==> src/rtl/cv32e40p_trace_pkg.sv <==
// Shared types and constants for the retired-instruction trace buffer.
package cv32e40p_trace_pkg;

    localparam int TRACE_TS_W = 32;
    localparam int DROP_CNT_W = 16;
    localparam int TRACE_CH_W = 3;

    typedef struct packed {
        logic [TRACE_CH_W-1:0] ch;
        logic [31:0]           pc;
        logic [31:0]           instr;
        logic [TRACE_TS_W-1:0] ts;
    } trace_rec_t;

    function automatic logic [DROP_CNT_W-1:0] sat_inc(input logic [DROP_CNT_W-1:0] cnt);
        return (cnt == '1) ? cnt : cnt + DROP_CNT_W'(1);
    endfunction

endpackage

==> src/rtl/cv32e40p_trace_fifo.sv <==
// First-word-fall-through FIFO of trace records; head is held in a register
// so the storage array only needs a registered read port.
module cv32e40p_trace_fifo
    import cv32e40p_trace_pkg::*;
#(
    parameter int DEPTH = 16,
    parameter bit TS_EN = 1'b1
) (
    input  logic                     clk,
    input  logic                     srst,
    input  logic                     push,
    input  trace_rec_t               push_rec,
    input  logic                     pop,
    output trace_rec_t               head_rec,
    output logic                     full,
    output logic                     empty,
    output logic [$clog2(DEPTH):0]   level
);

    localparam int AW     = $clog2(DEPTH);
    localparam int CORE_W = TRACE_CH_W + 64;

    logic [CORE_W-1:0]     mem_core [DEPTH];
    logic [CORE_W-1:0]     head_core_reg;
    logic [CORE_W-1:0]     push_core;
    logic [AW:0]           wr_ptr_reg;
    logic [AW:0]           rd_ptr_reg;
    logic [AW-1:0]         wr_addr;
    logic [AW-1:0]         rd_next_addr;
    logic                  do_push;
    logic                  do_pop;
    logic                  load_push;
    logic                  load_mem;
    logic [TRACE_TS_W-1:0] head_ts;

    assign push_core    = {push_rec.ch, push_rec.pc, push_rec.instr};
    assign level        = wr_ptr_reg - rd_ptr_reg;
    assign empty        = (wr_ptr_reg == rd_ptr_reg);
    assign full         = (wr_ptr_reg == {~rd_ptr_reg[AW], rd_ptr_reg[AW-1:0]});
    assign do_pop       = pop & ~empty;
    assign do_push      = push & (~full | do_pop);
    assign wr_addr      = wr_ptr_reg[AW-1:0];
    assign rd_next_addr = rd_ptr_reg[AW-1:0] + AW'(1);

    // The incoming record bypasses the array when it becomes the head right away
    assign load_push = do_push & (empty | (do_pop & (level == (AW+1)'(1))));
    assign load_mem  = do_pop & (level > (AW+1)'(1));

    always_ff @(posedge clk) begin
        if (do_push) begin
            mem_core[wr_addr] <= push_core;
        end
    end

    always_ff @(posedge clk) begin
        if (srst) begin
            wr_ptr_reg    <= '0;
            rd_ptr_reg    <= '0;
            head_core_reg <= '0;
        end else begin
            if (do_push) begin
                wr_ptr_reg <= wr_ptr_reg + (AW+1)'(1);
            end
            if (do_pop) begin
                rd_ptr_reg <= rd_ptr_reg + (AW+1)'(1);
            end
            if (load_push) begin
                head_core_reg <= push_core;
            end else if (load_mem) begin
                head_core_reg <= mem_core[rd_next_addr];
            end
        end
    end

    generate
        if (TS_EN) begin : g_ts
            logic [TRACE_TS_W-1:0] mem_ts [DEPTH];
            logic [TRACE_TS_W-1:0] head_ts_reg;

            always_ff @(posedge clk) begin
                if (do_push) begin
                    mem_ts[wr_addr] <= push_rec.ts;
                end
            end

            always_ff @(posedge clk) begin
                if (srst) begin
                    head_ts_reg <= '0;
                end else if (load_push) begin
                    head_ts_reg <= push_rec.ts;
                end else if (load_mem) begin
                    head_ts_reg <= mem_ts[rd_next_addr];
                end
            end

            assign head_ts = head_ts_reg;
        end else begin : g_no_ts
            logic unused_ts;
            assign unused_ts = ^push_rec.ts;
            assign head_ts   = '0;
        end
    endgenerate

    always_comb begin
        head_rec = '0;
        {head_rec.ch, head_rec.pc, head_rec.instr} = head_core_reg;
        head_rec.ts = head_ts;
    end

endmodule

==> src/rtl/cv32e40p_trace_buffer.sv <==
// Multi-channel retire trace buffer: per-channel holding registers, round-robin
// merge into one FIFO, saturating drop counters. Timestamps: CV32E40P_TRACE_TIMESTAMP_EN.
module cv32e40p_trace_buffer
    import cv32e40p_trace_pkg::*;
#(
    parameter int NUM_CH = 2,
    parameter int DEPTH  = 16,
    parameter int CH_W   = (NUM_CH > 1) ? $clog2(NUM_CH) : 1
) (
    input  logic                               clk_i,
    input  logic                               rst_i,
    input  logic [NUM_CH-1:0]                  ch_valid_i,
    input  logic [NUM_CH-1:0][31:0]            ch_pc_i,
    input  logic [NUM_CH-1:0][31:0]            ch_instr_i,
    output logic [NUM_CH-1:0]                  ch_ready_o,
    output logic                               rec_valid_o,
    input  logic                               rec_ready_i,
    output logic [CH_W-1:0]                    rec_ch_o,
    output logic [31:0]                        rec_pc_o,
    output logic [31:0]                        rec_instr_o,
    output logic [31:0]                        rec_ts_o,
    output logic [$clog2(DEPTH):0]             level_o,
    input  logic                               drop_clr_i,
    output logic [NUM_CH-1:0][DROP_CNT_W-1:0]  drop_cnt_o
);

    logic [NUM_CH-1:0]                 hold_vld;
    logic [NUM_CH-1:0][31:0]           hold_pc;
    logic [NUM_CH-1:0][31:0]           hold_instr;
    logic [NUM_CH-1:0][TRACE_TS_W-1:0] hold_ts;
    logic [NUM_CH-1:0]                 capture;
    logic [NUM_CH-1:0]                 grant;
    logic [CH_W-1:0]                   last_gnt_reg;
    logic [CH_W-1:0]                   gnt_idx;
    logic [CH_W-1:0]                   cand_idx;
    int                                cand;
    logic                              gnt_any;
    logic                              push_ok;
    logic                              pop;
    logic                              fifo_full;
    logic                              fifo_empty;
    trace_rec_t                        push_rec;
    trace_rec_t                        head_rec;

    for (genvar gi = 0; gi < NUM_CH; gi++) begin : g_ch
        logic                  hold_vld_reg;
        logic [31:0]           hold_pc_reg;
        logic [31:0]           hold_instr_reg;
        logic [DROP_CNT_W-1:0] drop_cnt_reg;

        // A holding register being granted this cycle can reload in the same cycle
        assign ch_ready_o[gi] = ~hold_vld_reg | grant[gi];
        assign capture[gi]    = ch_valid_i[gi] & ch_ready_o[gi];

        always_ff @(posedge clk_i) begin
            if (rst_i) begin
                hold_vld_reg   <= 1'b0;
                hold_pc_reg    <= '0;
                hold_instr_reg <= '0;
                drop_cnt_reg   <= '0;
            end else begin
                if (capture[gi]) begin
                    hold_vld_reg   <= 1'b1;
                    hold_pc_reg    <= ch_pc_i[gi];
                    hold_instr_reg <= ch_instr_i[gi];
                end else if (grant[gi]) begin
                    hold_vld_reg <= 1'b0;
                end
                if (drop_clr_i) begin
                    drop_cnt_reg <= '0;
                end else if (ch_valid_i[gi] & ~ch_ready_o[gi]) begin
                    drop_cnt_reg <= sat_inc(drop_cnt_reg);
                end
            end
        end

        assign hold_vld[gi]   = hold_vld_reg;
        assign hold_pc[gi]    = hold_pc_reg;
        assign hold_instr[gi] = hold_instr_reg;
        assign drop_cnt_o[gi] = drop_cnt_reg;
    end

`ifdef CV32E40P_TRACE_TIMESTAMP_EN
    localparam bit TS_EN = 1'b1;
    logic [TRACE_TS_W-1:0] ts_reg;

    always_ff @(posedge clk_i) begin
        if (rst_i) begin
            ts_reg <= '0;
        end else begin
            ts_reg <= ts_reg + TRACE_TS_W'(1);
        end
    end

    for (genvar gi = 0; gi < NUM_CH; gi++) begin : g_hold_ts
        logic [TRACE_TS_W-1:0] hold_ts_reg;

        always_ff @(posedge clk_i) begin
            if (rst_i) begin
                hold_ts_reg <= '0;
            end else if (capture[gi]) begin
                hold_ts_reg <= ts_reg;
            end
        end

        assign hold_ts[gi] = hold_ts_reg;
    end

    assign rec_ts_o = head_rec.ts;
`else
    localparam bit TS_EN = 1'b0;
    assign hold_ts  = '0;
    assign rec_ts_o = 32'h0;
`endif

    assign pop     = rec_valid_o & rec_ready_i;
    assign push_ok = ~fifo_full | pop;

    // Round-robin: search starts one past the last granted channel
    always_comb begin
        grant    = '0;
        gnt_any  = 1'b0;
        gnt_idx  = '0;
        cand     = 0;
        cand_idx = '0;
        push_rec = '0;
        for (int off = 1; off <= NUM_CH; off++) begin
            cand = int'(last_gnt_reg) + off;
            if (cand >= NUM_CH) begin
                cand = cand - NUM_CH;
            end
            cand_idx = CH_W'(cand);
            if (!gnt_any && push_ok && hold_vld[cand_idx]) begin
                gnt_any         = 1'b1;
                gnt_idx         = cand_idx;
                grant[cand_idx] = 1'b1;
                push_rec.ch     = TRACE_CH_W'(cand_idx);
                push_rec.pc     = hold_pc[cand_idx];
                push_rec.instr  = hold_instr[cand_idx];
                push_rec.ts     = hold_ts[cand_idx];
            end
        end
    end

    always_ff @(posedge clk_i) begin
        if (rst_i) begin
            last_gnt_reg <= CH_W'(NUM_CH - 1);
        end else if (gnt_any) begin
            last_gnt_reg <= gnt_idx;
        end
    end

    cv32e40p_trace_fifo #(
        .DEPTH (DEPTH),
        .TS_EN (TS_EN)
    ) u_fifo (
        .clk      (clk_i),
        .srst     (rst_i),
        .push     (gnt_any),
        .push_rec (push_rec),
        .pop      (pop),
        .head_rec (head_rec),
        .full     (fifo_full),
        .empty    (fifo_empty),
        .level    (level_o)
    );

    logic unused_head;
    assign unused_head = ^{head_rec.ch, head_rec.ts};

    assign rec_valid_o = ~fifo_empty;
    assign rec_ch_o    = head_rec.ch[CH_W-1:0];
    assign rec_pc_o    = head_rec.pc;
    assign rec_instr_o = head_rec.instr;

endmodule

==> config.mk <==
export PLATFORM = sky130hd
export DESIGN_NAME = cv32e40p_trace_buffer
export DESIGN_NICKNAME = d
export VERILOG_FILES = /design/src/rtl/cv32e40p_trace_pkg.sv /design/src/rtl/cv32e40p_trace_fifo.sv /design/src/rtl/cv32e40p_trace_buffer.sv
export SDC_FILE = /design/constraint.sdc
export NUM_CORES = 1
export LEC_CHECK = 0
export ABC_AREA = 1
export CAP_MARGIN = 0
export CORE_MARGIN = 3
export CORE_UTILIZATION = 55
export CTS_CLUSTER_DIAMETER = 50
export DETAILED_ROUTE_END_ITERATION = 16
export DONT_BUFFER_PORTS = 1
export HOLD_SLACK_MARGIN = 0.12
export PLACE_DENSITY_LB_ADDON = 0.1
export RECOVER_POWER = 50
export SLEW_MARGIN = 20
export SYNTH_ARGS = -nofsm -noshare
export SYNTH_HDL_FRONTEND = slang
export SYNTH_SLANG_ARGS = --single-unit
==> constraint.sdc <==
create_clock -name clk_i -period 12.4 [get_ports clk_i]
set_clock_uncertainty 0.05 [all_clocks]
set_input_delay 2.48 -clock clk_i [delete_from_list [all_inputs] [get_ports clk_i]]
set_output_delay 2.48 -clock clk_i [all_outputs]
set_load 0.01 [all_outputs]
* Word-level counts from Yosys, hierarchy flattened
Memories as Yosys holds them, arrays and structs flattened. Cells that the tools add are included.
Word-level totals: bits in registers 238, bits in latches 0, memory bits (writable) 1040, bits in read-only memories 0, logic and storage cells 108, memories 1
Cells by class: add/subtract/negate cells 10, multiply operators 0, divide/modulo/power cells 0, $lt $le $gt $ge 7, equal/unequal tests 5, shifts and indexed selects 0, multiplexer cells 36, bitwise gates (word level) 25, reduce and logical (&&, ||, !) cells 12
Memory list:
- u_fifo.mem_core | depth 16, width 65, read ports 1, clocked after memory_dff 0, write ports 1, line cv32e40p_trace_fifo.sv:23 | logic [CORE_W-1:0] mem_core [DEPTH];
Operator list (number):
- two-way mux 32 bit | 10
- two-way mux 97 bit | 2
- two-way mux 65 bit | 2
- adder 16 x 1 -> 16 bit, second input constant | 2
- == test 16 bit, second input constant | 2
- two-way mux 1 bit | 18
- adder 5 x 1 -> 5 bit, second input constant | 2
- bitwise AND 1 bit | 10
- == test 5 bit | 2
- inverter 1 bit | 9
- nonzero test 2 bit | 3
- == test 5 x 1 -> 1 bit, second input constant | 1
- greater-than comparator 5 x 1 -> 1 bit, second input constant | 1
- logical AND 1 bit | 5
- OR 1 bit | 5
- subtractor 5 bit | 1
- adder 4 x 1 -> 4 bit, second input constant | 1
- less-than comparator 1 x 2 -> 1 bit, second input constant | 2
- two-way mux 2 bit | 2
- AND reduction 2 bit | 2
- adder 1 x 2 -> 3 bit, second input constant | 1
- greater-or-equal comparator 3 x 2 -> 1 bit, second input constant | 1
- adder 1 x 1 -> 2 bit, second input constant | 1
- demux 1 bit (select 1 bit) | 2
- other kinds (6) | 8

* Logic depth before layout (Yosys ltp)
depth in word-level cells 15, depth in mapped cells 17, mapped depth without buffers 15

* Modules after synthesis
From an unflattened synthesis, not the netlist that was laid out.
Unflattened totals: cells, all modules 6072, area, all modules 57559.0 um^2
Modules (own cells, without submodules):
- cv32e40p_trace_fifo | instances 1, cells an instance 5058, area an instance 49994.2 um^2
- cv32e40p_trace_buffer | instances 1, cells an instance 1014, area an instance 7564.8 um^2

* Least setup slack after synthesis
OpenSTA, ideal clock, no wires.
path kind input-to-reg, start point in rec_ready_i, end point mem u_fifo.mem_core[0][0] (netlist name) (enable), setup time 489 ps, arrival time 6084 ps, setup slack 5778 ps, stages 8, path buffers 2, cell sequence inv_1 > nand3_2 > nand2_1 > nand2_1 > buf_2 > buf_1 > nand2_1 > nor2_1
Between the ends: longest elaborated chain between the ends 11, elaborated cells between the ends (all ways) 13
RTL lines:
- from (decl) | line cv32e40p_trace_buffer.sv:17 | input logic rec_ready_i,
- bitwise AND 1 bit * | line cv32e40p_trace_buffer.sv:116 | assign pop = rec_valid_o & rec_ready_i;
- OR 1 bit | line cv32e40p_trace_buffer.sv:117 | assign push_ok = ~fifo_full | pop;
- logical AND 1 bit | line cv32e40p_trace_buffer.sv:133 | if (!gnt_any && push_ok && hold_vld[cand_idx]) begin
- two-way mux 1 bit | line cv32e40p_trace_buffer.sv:133
- zero test 1 bit | line cv32e40p_trace_buffer.sv:133
- logical AND 1 bit (2 in a row) | line cv32e40p_trace_buffer.sv:133
- two-way mux 1 bit | line cv32e40p_trace_buffer.sv:133
- bitwise AND 1 bit * | line cv32e40p_trace_fifo.sv:41 | assign do_push = push & (~full | do_pop);
- two-way mux 1 bit * | line cv32e40p_trace_fifo.sv:50 | if (do_push) begin
- two-way mux 1 bit (not written as such) * | line cv32e40p_trace_fifo.sv:51 | mem_core[wr_addr] <= push_core;
- to (decl) | line cv32e40p_trace_fifo.sv:23
Every way passes the cells marked *; elsewhere a longest branch is shown, timed or not.

* Final worst setup path
start point reg u_fifo.rd_ptr_reg[0], end point reg u_fifo.head_core_reg[63]
Between the ends: longest elaborated chain between the ends 13, elaborated cells between the ends (all ways) 29
RTL lines:
- from (decl) | line cv32e40p_trace_fifo.sv:27 | logic [AW:0] rd_ptr_reg;
- from (signal assigned) | line cv32e40p_trace_fifo.sv:65 | rd_ptr_reg <= rd_ptr_reg + (AW+1)'(1);
- == test 5 bit | line cv32e40p_trace_fifo.sv:38 | assign empty = (wr_ptr_reg == rd_ptr_reg);
- inverter 1 bit | line cv32e40p_trace_fifo.sv:40, cv32e40p_trace_buffer.sv:171
- bitwise AND 1 bit | line cv32e40p_trace_buffer.sv:116
- OR 1 bit | line cv32e40p_trace_buffer.sv:117
- logical AND 1 bit | line cv32e40p_trace_buffer.sv:133
- two-way mux 1 bit | line cv32e40p_trace_buffer.sv:133
- zero test 1 bit | line cv32e40p_trace_buffer.sv:133
- logical AND 1 bit (2 in a row) | line cv32e40p_trace_buffer.sv:133
- two-way mux 1 bit | line cv32e40p_trace_buffer.sv:133
- bitwise AND 1 bit | line cv32e40p_trace_fifo.sv:41
- bitwise AND 1 bit | line cv32e40p_trace_fifo.sv:46 | assign load_push = do_push & (empty | (do_pop & (level == (AW+1)'(1))));
- two-way mux 65 bit or nonzero test 2 bit (tied branches)
- to (signal assigned) | line cv32e40p_trace_fifo.sv:68 | head_core_reg <= push_core;
- to (signal assigned) | line cv32e40p_trace_fifo.sv:70 | head_core_reg <= mem_core[rd_next_addr];
- to (decl) | line cv32e40p_trace_fifo.sv:24 | logic [CORE_W-1:0] head_core_reg;
Parallel ways exist; a longest one is shown, timed or not. The select of a mux whose other input is x is not followed. A chain may end at the register's enable or synchronous reset.

==> metrics <==
Non-Filler Instances 5,940; Clock Latency Late Sink 0.75 ns; crit-path cells ha_1 -> nand4_1 -> inv_1 -> nand3_1 -> nand2_1 -> nand2_1 -> clkbuf_1 -> nand2_4 -> nand3_1 -> nand3_1 -> nand2_1 -> inv_1; initial antenna violation count 6; routed vias/inst 5.91; commonest cells after routing, fill and taps aside nor2_1, edfxtp_1, o21ai_0, nand2_1, nand3_1; register area share after synthesis 69.3%; initial core utilization 55.5%; Crit Path Category reg -> reg; first-pass GRT wire length 206,000 um; Crit-path slowest cell dfxtp_1; worst vdd ir 0.165 mV; Post-synth EDFFs 1,040; Total Routing Usage GR 27.6%; die height 313 um; DP Cell Count 5,685; Initial DRT Pass Iterations 5; share of layout cells above drive strength 1 5.81%; Final Cycle Share 66.1%; adder-cell share of the synthesized area 0.304%; XOR/XNOR Fraction of Synth Area 0.369%; Netlist cell types 33; placer congestion estimate 0.825; worst path arrival time 8.78 ns; postcts setup bufs 0; PostCTS Resize Cnt 0; Sink Count 1,278; Final Hold Viols 0; synth warn 0; post-DR wirelength/cell 22.9 um; drt drc 0; DIE AREA 0.0981 mm2; Post-DRT Antenna Nets 0; DP HPWL 73,100 um; CTS Buf Count 138; Worst slew margin -120%; Iter 0 DRT Violations 3,995; max reg flops 1,040; WL final 136,000 um; Critical Path Fanout Max 65; nets 4,718; combinational family with the most area after synthesis simple AND/OR/NAND/NOR gates; max incr delay on CP 1.90 ns; PortBufs 0; WL met3 10,800 um; hold_buf cts 0; fin crit period 8.20 ns; ys async rst share 0%; Post-DP Area 0.0526 mm2; Core Box Area 0.0935 mm2; Synth Area in Simple Gates 14.6%; most common cell after layout, fill and taps aside nor2_1; Hold Worst Slack 0.430 ns; syn avg cell area 11.0 um2; # rows 112; Fmax 122 MHz; Top Metal Used met5; met2 wire length 63,400 um; mux cell area share after synthesis 0%; root buffer cell clkbuf_16; startpoint types flip-flop; register bit count reported by yosys 1,278; failing checks max-capacitance violations, max-slew violations; Max Cap Viol 12; post-route cell area 0.0571 mm2; Synth Area in Compound Gates 11.2%; DR vias 35,096; status finished, violations left; RSZ-0062 raised after global routing no; wire length on met1 59,000 um; GRT overflow 0; vias in the first global route 33,372; Post-Syn Area 0.0519 mm2; Final Util 61.0%; Clock Path Buffers 3; pin count of the biggest net entering global routing 213; Leak 19.9 nW; Hold WC Path Type reg -> reg; Post-synth top flop edfxtp_1; Mapped Cells 4,706; IO Count 271; CP Capture Type flip-flop; P per Cell Area 216 mW/mm2; CP required 12.98 ns; pins over their slew limit 419; Setup Viol. Count Final 0; die width 313 um; CTS tree built; measured slew at the worst slew-check pin 3.29 ns; area delta synth->final 9.92%; Clock Pin Slew Worst Setup and Hold Paths 0.06 ns; H-tree Lvls 4; setup TNS 0 ns
[report_power, final]
part           switching, mW  internal, mW  total, mW  leakage, nW
sequential             0.204          4.91       5.12         11.8
clock                   1.66          2.43       4.10         2.22
combinational           2.24         0.844       3.08         5.89
total                   4.11          8.19       12.3         19.9
[metrics by stage]
stage,worst slack [ns],power [mW]
after CTS,6.94,12.4
after floorplan,5.78,7.35
final,4.20,12.3
after global placement,6.44,8.26
after detailed placement,6.48,8.29
after global routing,3.82,12.9
[cell usage after synthesis, drive strengths merged, types with 4 or more instances]
| library cell | n | area [um2] |
|---|---|---|
| a21oi | 97 | 485 |
| buf | 185 | 1050 |
| clkbuf | 171 | 642 |
| dfxtp | 238 | 4760 |
| edfxtp | 1040 | 31200 |
| ha | 11 | 138 |
| inv | 129 | 484 |
| nand2 | 414 | 1550 |
| nand3 | 354 | 1780 |
| nand4 | 5 | 31.3 |
| nor2 | 1082 | 4060 |
| nor3 | 20 | 105 |
| nor4 | 4 | 31.3 |
| o211ai | 253 | 1900 |
| o21ai | 669 | 3350 |
| o221ai | 7 | 61.3 |
| xnor2 | 5 | 43.8 |
| xor2 | 16 | 148 |
[kinds of logic after synthesis]
family          Yosys count
other cells               1
flops                  1278
fa+ha+maj                12
buf+inv                 485
simple gates           1880
compound gates         1029
xor+xnor                 21
[critical path: cells and delay by family (launching register included)]
kind          cells  cell delay, ns
fa+ha+maj         1            0.53
buf+inv           3            1.96
simple gates      8            3.53
flops             1            1.90
[layout make-up]
type / count / area (um2)
multi-input combinational: 2974 / 14000
antenna: 2 / 5.00
clock inverter: 74 / 717
tap: 1254 / 1570
fill: 7518 / 36400
timing repair buffer: 51 / 445
clock buffer: 178 / 3820
sequential: 1278 / 36000
inverter: 129 / 504
[layer usage]
metal / vias to the layer above / GRT usage, %
li1: 16285 / -
met1: 17191 / 39.7
met2: 1398 / 43.3
met3: 220 / 4.91
met4: 2 / 8.07
met5: - / 0
[final timing paths]
kind / endpoint / startpoint / cells past startpoint / slack (ns)
max reg2reg: u_fifo.head_core_reg[63]$_SDFFE_PP0P_ / u_fifo.rd_ptr_reg[0]$_SDFFE_PP0P_ / 12 / 4.20
min: g_ch[1].hold_pc_reg[8]$_SDFFE_PP0P_ / g_ch[1].hold_pc_reg[8]$_SDFFE_PP0P_ / 2 / 0.43
max: u_fifo.head_core_reg[63]$_SDFFE_PP0P_ / u_fifo.rd_ptr_reg[0]$_SDFFE_PP0P_ / 12 / 4.20
min reg2reg: g_ch[1].hold_pc_reg[8]$_SDFFE_PP0P_ / g_ch[1].hold_pc_reg[8]$_SDFFE_PP0P_ / 2 / 0.43
No activity file was read; power rests on OpenSTA's default activity.
